--- config.mk ---
export PLATFORM = sky130hd
export DESIGN_NAME = mem_bus_arbiter
export DESIGN_NICKNAME = d
export VERILOG_FILES = /design/src/rtl/arch_defs_pkg.sv /design/src/rtl/mem_bus_arbiter.sv
export SDC_FILE = /design/constraint.sdc
export NUM_CORES = 1
export LEC_CHECK = 0
export ABC_AREA = 1
export BUFFER_PORTS_ARGS = -buffer_cell sky130_fd_sc_hd__buf_2
export CORE_AREA = 4 4 101 75
export DETAILED_ROUTE_END_ITERATION = 7
export DIE_AREA = 0 0 105 79
export PLACE_DENSITY = 0.62
export SETUP_SLACK_MARGIN = 0.05
export SYNTH_ARGS = -nofsm -noshare
export SYNTH_HDL_FRONTEND = slang
export SYNTH_SLANG_ARGS = --single-unit
export TNS_END_PERCENT = 30
--- constraint.sdc ---
create_clock -name clk -period 2.1 [get_ports clk]
set_clock_uncertainty 0.15 [all_clocks]
set_input_delay 0.315 -clock clk [delete_from_list [all_inputs] [get_ports clk]]
set_output_delay 0.315 -clock clk [all_outputs]
set_load 0.01 [all_outputs]
--- src/rtl/arch_defs_pkg.sv ---
// Shared architecture constants and types for the memory subsystem.
package arch_defs_pkg;

  localparam int ADDR_WIDTH     = 16;
  localparam int DATA_WIDTH     = 8;
  localparam int MEM_ARB_WAIT_W = 3;

  typedef enum logic [1:0] {
    ARB_IDLE   = 2'd0,
    ARB_ACCESS = 2'd1,
    ARB_DONE   = 2'd2
  } mem_arb_state_t;

  // Winning port for one IDLE cycle; only meaningful when at least one req is high.
  function automatic logic mem_arb_winner(input logic req0,
                                          input logic req1,
                                          input logic last_grant,
                                          input logic round_robin);
    if (req0 && req1) begin
      return round_robin ? ~last_grant : 1'b0;
    end
    return ~req0;
  endfunction

endpackage

--- src/rtl/mem_bus_arbiter.sv ---
// Two-port RAM bus arbiter (port 0 = CPU, port 1 = loader) with programmable wait states.
// Define MEM_ARB_ROUND_ROBIN_EN to replace fixed port-0 priority with round-robin tie breaking.
module mem_bus_arbiter #(
  parameter int ADDR_WIDTH  = arch_defs_pkg::ADDR_WIDTH,
  parameter int DATA_WIDTH  = arch_defs_pkg::DATA_WIDTH,
  parameter int WAIT_STATES = 1
) (
  input  logic                  clk,
  input  logic                  reset,
  input  logic                  req0,
  input  logic                  req1,
  input  logic                  we0,
  input  logic                  we1,
  input  logic [ADDR_WIDTH-1:0] addr0,
  input  logic [ADDR_WIDTH-1:0] addr1,
  input  logic [DATA_WIDTH-1:0] wdata0,
  input  logic [DATA_WIDTH-1:0] wdata1,
  output logic                  ack0,
  output logic                  ack1,
  output logic [DATA_WIDTH-1:0] rdata0,
  output logic [DATA_WIDTH-1:0] rdata1,
  output logic [ADDR_WIDTH-1:0] mem_address,
  output logic                  mem_read,
  output logic                  mem_write,
  output logic [DATA_WIDTH-1:0] mem_data_out,
  input  logic [DATA_WIDTH-1:0] mem_data_in,
  output logic                  busy,
  output logic                  grant_id
);
  import arch_defs_pkg::*;

  localparam logic [MEM_ARB_WAIT_W-1:0] WAIT_LOAD = MEM_ARB_WAIT_W'(WAIT_STATES);

  mem_arb_state_t            state;
  mem_arb_state_t            state_next;
  logic [MEM_ARB_WAIT_W-1:0] wait_cnt;
  logic [ADDR_WIDTH-1:0]     addr_q;
  logic [DATA_WIDTH-1:0]     wdata_q;
  logic [DATA_WIDTH-1:0]     rdata0_q;
  logic [DATA_WIDTH-1:0]     rdata1_q;
  logic                      we_q;
  logic                      grant_q;
  logic                      any_req;
  logic                      winner;

  assign any_req = req0 | req1;

`ifdef MEM_ARB_ROUND_ROBIN_EN
  // Reset to 1 so that port 0 wins the first tie after reset.
  logic last_grant;

  always_ff @(posedge clk or posedge reset) begin
    if (reset) begin
      last_grant <= 1'b1;
    end else if (state == ARB_IDLE && any_req) begin
      last_grant <= winner;
    end
  end

  assign winner = mem_arb_winner(req0, req1, last_grant, 1'b1);
`else
  assign winner = mem_arb_winner(req0, req1, 1'b0, 1'b0);
`endif

  always_comb begin
    state_next = state;
    case (state)
      ARB_IDLE: begin
        if (any_req) state_next = ARB_ACCESS;
      end
      ARB_ACCESS: begin
        if (wait_cnt == '0) state_next = ARB_DONE;
      end
      ARB_DONE: begin
        state_next = ARB_IDLE;
      end
      default: begin
        state_next = ARB_IDLE;
      end
    endcase
  end

  // Request fields are latched at the grant edge, so later input changes cannot disturb the access.
  always_ff @(posedge clk or posedge reset) begin
    if (reset) begin
      state    <= ARB_IDLE;
      wait_cnt <= '0;
      addr_q   <= '0;
      wdata_q  <= '0;
      we_q     <= 1'b0;
      grant_q  <= 1'b0;
      rdata0_q <= '0;
      rdata1_q <= '0;
    end else begin
      state <= state_next;
      case (state)
        ARB_IDLE: begin
          if (any_req) begin
            grant_q  <= winner;
            we_q     <= winner ? we1 : we0;
            addr_q   <= winner ? addr1 : addr0;
            wdata_q  <= winner ? wdata1 : wdata0;
            wait_cnt <= WAIT_LOAD;
          end
        end
        ARB_ACCESS: begin
          if (wait_cnt != '0) begin
            wait_cnt <= wait_cnt - 1'b1;
          end else if (!we_q) begin
            if (grant_q) rdata1_q <= mem_data_in;
            else         rdata0_q <= mem_data_in;
          end
        end
        default: begin
        end
      endcase
    end
  end

  // Strobes and acks decode straight from the state so an async reset clears them at once.
  assign mem_read     = (state == ARB_ACCESS) && !we_q;
  assign mem_write    = (state == ARB_ACCESS) &&  we_q;
  assign ack0         = (state == ARB_DONE) && !grant_q;
  assign ack1         = (state == ARB_DONE) &&  grant_q;
  assign busy         = (state != ARB_IDLE);
  assign mem_address  = addr_q;
  assign mem_data_out = wdata_q;
  assign grant_id     = grant_q;
  assign rdata0       = rdata0_q;
  assign rdata1       = rdata1_q;

endmodule

==> impl_results.md <==
* Hold WC Path Type: in2reg
* Overflow after GRT at 0
* Buf/Inv on CP at 2
* Dominant cell type by area after synthesis: dfrtp_1
* GP Congestion at 0.8446
* Average size of a mapped cell at 7.352 um^2
* Diodes inserted at 0
* Synth top area cells: dfrtp_1 52%, nand2_1 34%, nand3_1 2.9%
* Post-CTS Setup Bufs at 0
* Placed Cells at 489
* Die X at 105 um
* Layout cell share with drive strength beyond 1 at 30.94%
* Initial Util at 34.36%
* # hold bufs at CTS at 1
* Final Max Tran Viols at 0
* Final hold viol count at 0
* Initial DRC count at 80
* Pin slew with the least headroom to its limit at 520.4 ps
* Post-synth top cells: 203 x nand2_1, 47 x dfrtp_1, 13 x nand3_1
* Max stage delay on crit path at 470 ps
* Post-Syn Instances at 307
* Mean routed wirelength per cell at 11.85 um
* Final TNS setup at 0 ps
* Leakage at 0.001822 uW
* Endpoint class of the critical path: primary output
* Final WL at 5901 um
* DP Wirelength at 4634 um
* Register area share after synthesis at 52.11%
* PortBufs at 107
* PwrDens at 1370 nW/um^2
* Post-DR vias/cell at 4.367
* Initial antenna violation count at 0
* Yosys warning count at 0
* IO Pins at 108
* Critical Path Start Type: flip-flop
* Residual DRC count at 0
* Yosys cell types at 17
* Number of global-route vias before repair at 2186
* Global-route wire length before repair at 10120 um
* Synth top area share at 52.11%
* Ys async rst share at 100.0%
* Synth Net Count at 371
* Worst endpoint data arrival time at 1250 ps
* H-tree Lvls at 2
* Prevailing post-synth register cell: dfrtp_1
* Maximum vdd drop at 0.4362 mV
* Root buffer cell: clkbuf_8
* Core area at 6569 um^2
* Unrepaired setup endpoints after global routing: no
* Minimum clock period at 1712 ps
* Status: finished, final reports clean
* CP required at 1630 ps
* Fmax at 584.1 MHz
* Slew HR at 65.25%
* Nets at 480
* Drt pass-1 iters at 4
* Worst-skew pair later-pin latency at 290 ps
* Final setup vio count at 0
* Die Y-Extent at 79 um
* Most common cell in the netlist: nand2_1
* Worst hold margin at 81.51 ps
* Crit-path slowest cell: dfrtp_1
* Mapped Area at 2257 um^2
* Final total power at 4072 uW
* Final cell count without fillers at 498
* Pre-CTS setup slack at 444.3 ps
* CTS clk-pin slew, worst paths at 90 ps
* Pin count of the biggest net entering global routing at 28
* Max cap viols at 0
* Total track usage at 14.92%
* Fin worst setup slack at 388.0 ps
* Die area at 8295 um^2
* Rows at 25
* Cells along the critical path: inv_1 -> nor3_1 -> buf_2
* TritonCTS buffer count at 5
* Number of synthesized register bits at 47
* Area growth syn-to-layout at 31.71%
* Clock Tree Buf Depth at 2
* CTS tree: built
* Vias at 2175
* Antenna-violating nets left at 0
* Number of clock sinks at 47
* Top delay family on crit path: flip-flops
* EDFF count, synth at 0
* Crit Path Category: reg2out
* Final period utilization at 81.52%
* # resized after CTS at 0
* CP Max Fanout at 5
[through the flow]
stage | util, % | instance area [um^2]
floorplan | - | 2257
global placement | 43.58 | 2863
detailed placement | 43.58 | 2863
CTS | 45.26 | 2973
global route | 45.26 | 2973
finish | 45.26 | 2973
[where the power goes]
| group | leakage, uW | total (uW) | internal (uW) | switching (uW) |
|---|---|---|---|---|
| registers | 0.000579 | 1600 | 1350 | 250 |
| clock network | 0.0000515 | 590 | 301 | 289 |
| logic | 0.00119 | 1890 | 702 | 1180 |
| total | 0.00182 | 4070 | 2350 | 1720 |
[state kept, by name, summed over array words and instances, names as in the netlist]
register      flops
mem_address      16
mem_data_out      8
rdata0            8
rdata1            8
wait_cnt          3
state             2
grant_id          1
we_q              1
[final cells by class]
type                       instances  area [um^2]
inverter                          13        51.30
clock buffer                       8        100.1
fill                             698         3596
sequential                        47         1176
tap                               81        101.3
timing repair buffer             112        588.1
multi-input combinational        237        955.9
[cell usage in the layout, fill, tap and decap left out]
| cell type | n |
|---|---|
| inv_4 | 1 |
| inv_1 | 9 |
| nand3_1 | 13 |
| clkbuf_8 | 7 |
| a21oi_1 | 1 |
| nor2_2 | 1 |
| buf_2 | 107 |
| inv_2 | 3 |
| nand2_2 | 4 |
| o21ai_0 | 1 |
| nor2_1 | 8 |
| dlygate4sd3_1 | 1 |
| nor3_1 | 2 |
| clkbuf_1 | 1 |
| buf_4 | 3 |
| ha_1 | 2 |
| buf_12 | 1 |
| dfrtp_1 | 47 |
| nor2_4 | 2 |
| nand2_1 | 203 |
[worst min-delay path: cells and delay by family]
kind	cells	cell delay (ps)
buf+inv	1	90
simple gates	2	100
[final timing paths]
path                                      from   endpoint  slack, ps  cells past startpoint
worst max-delay path                  grant_id       ack1        390                      3
worst min-delay path            mem_data_in[5]  rdata1[5]         80                      3
worst max register to register     wait_cnt[0]  rdata1[7]        440                      7
worst min register to register       rdata0[6]  rdata0[6]        320                      2
max in group asynchronous                reset  rdata1[2]        850                      4
min in group asynchronous                reset  rdata1[6]        450                      3
[logic make-up (layout without fill, tap and decap cells)]
kind of cell             count (synthesis)  count (layout)  synth area share [%]
flip-flops                              47              47                 52.11
adder cells (fa/ha/maj)                  2               2                 1.108
buffers and inverters                   23             133                 5.543
AND/OR/NAND/NOR                        233             233                 40.80
AO/OA/AOI/OAI                            2               2                0.4430
[layer usage]
layer,up-vias,global-route usage (%),routed length (um)
li1,1145,-,-
met1,967,19.02,2747
met3,10,3.412,304
met5,-,0,0
met4,0,5.374,123
met2,53,25.03,2726
(Power assumes the default switching activity.)
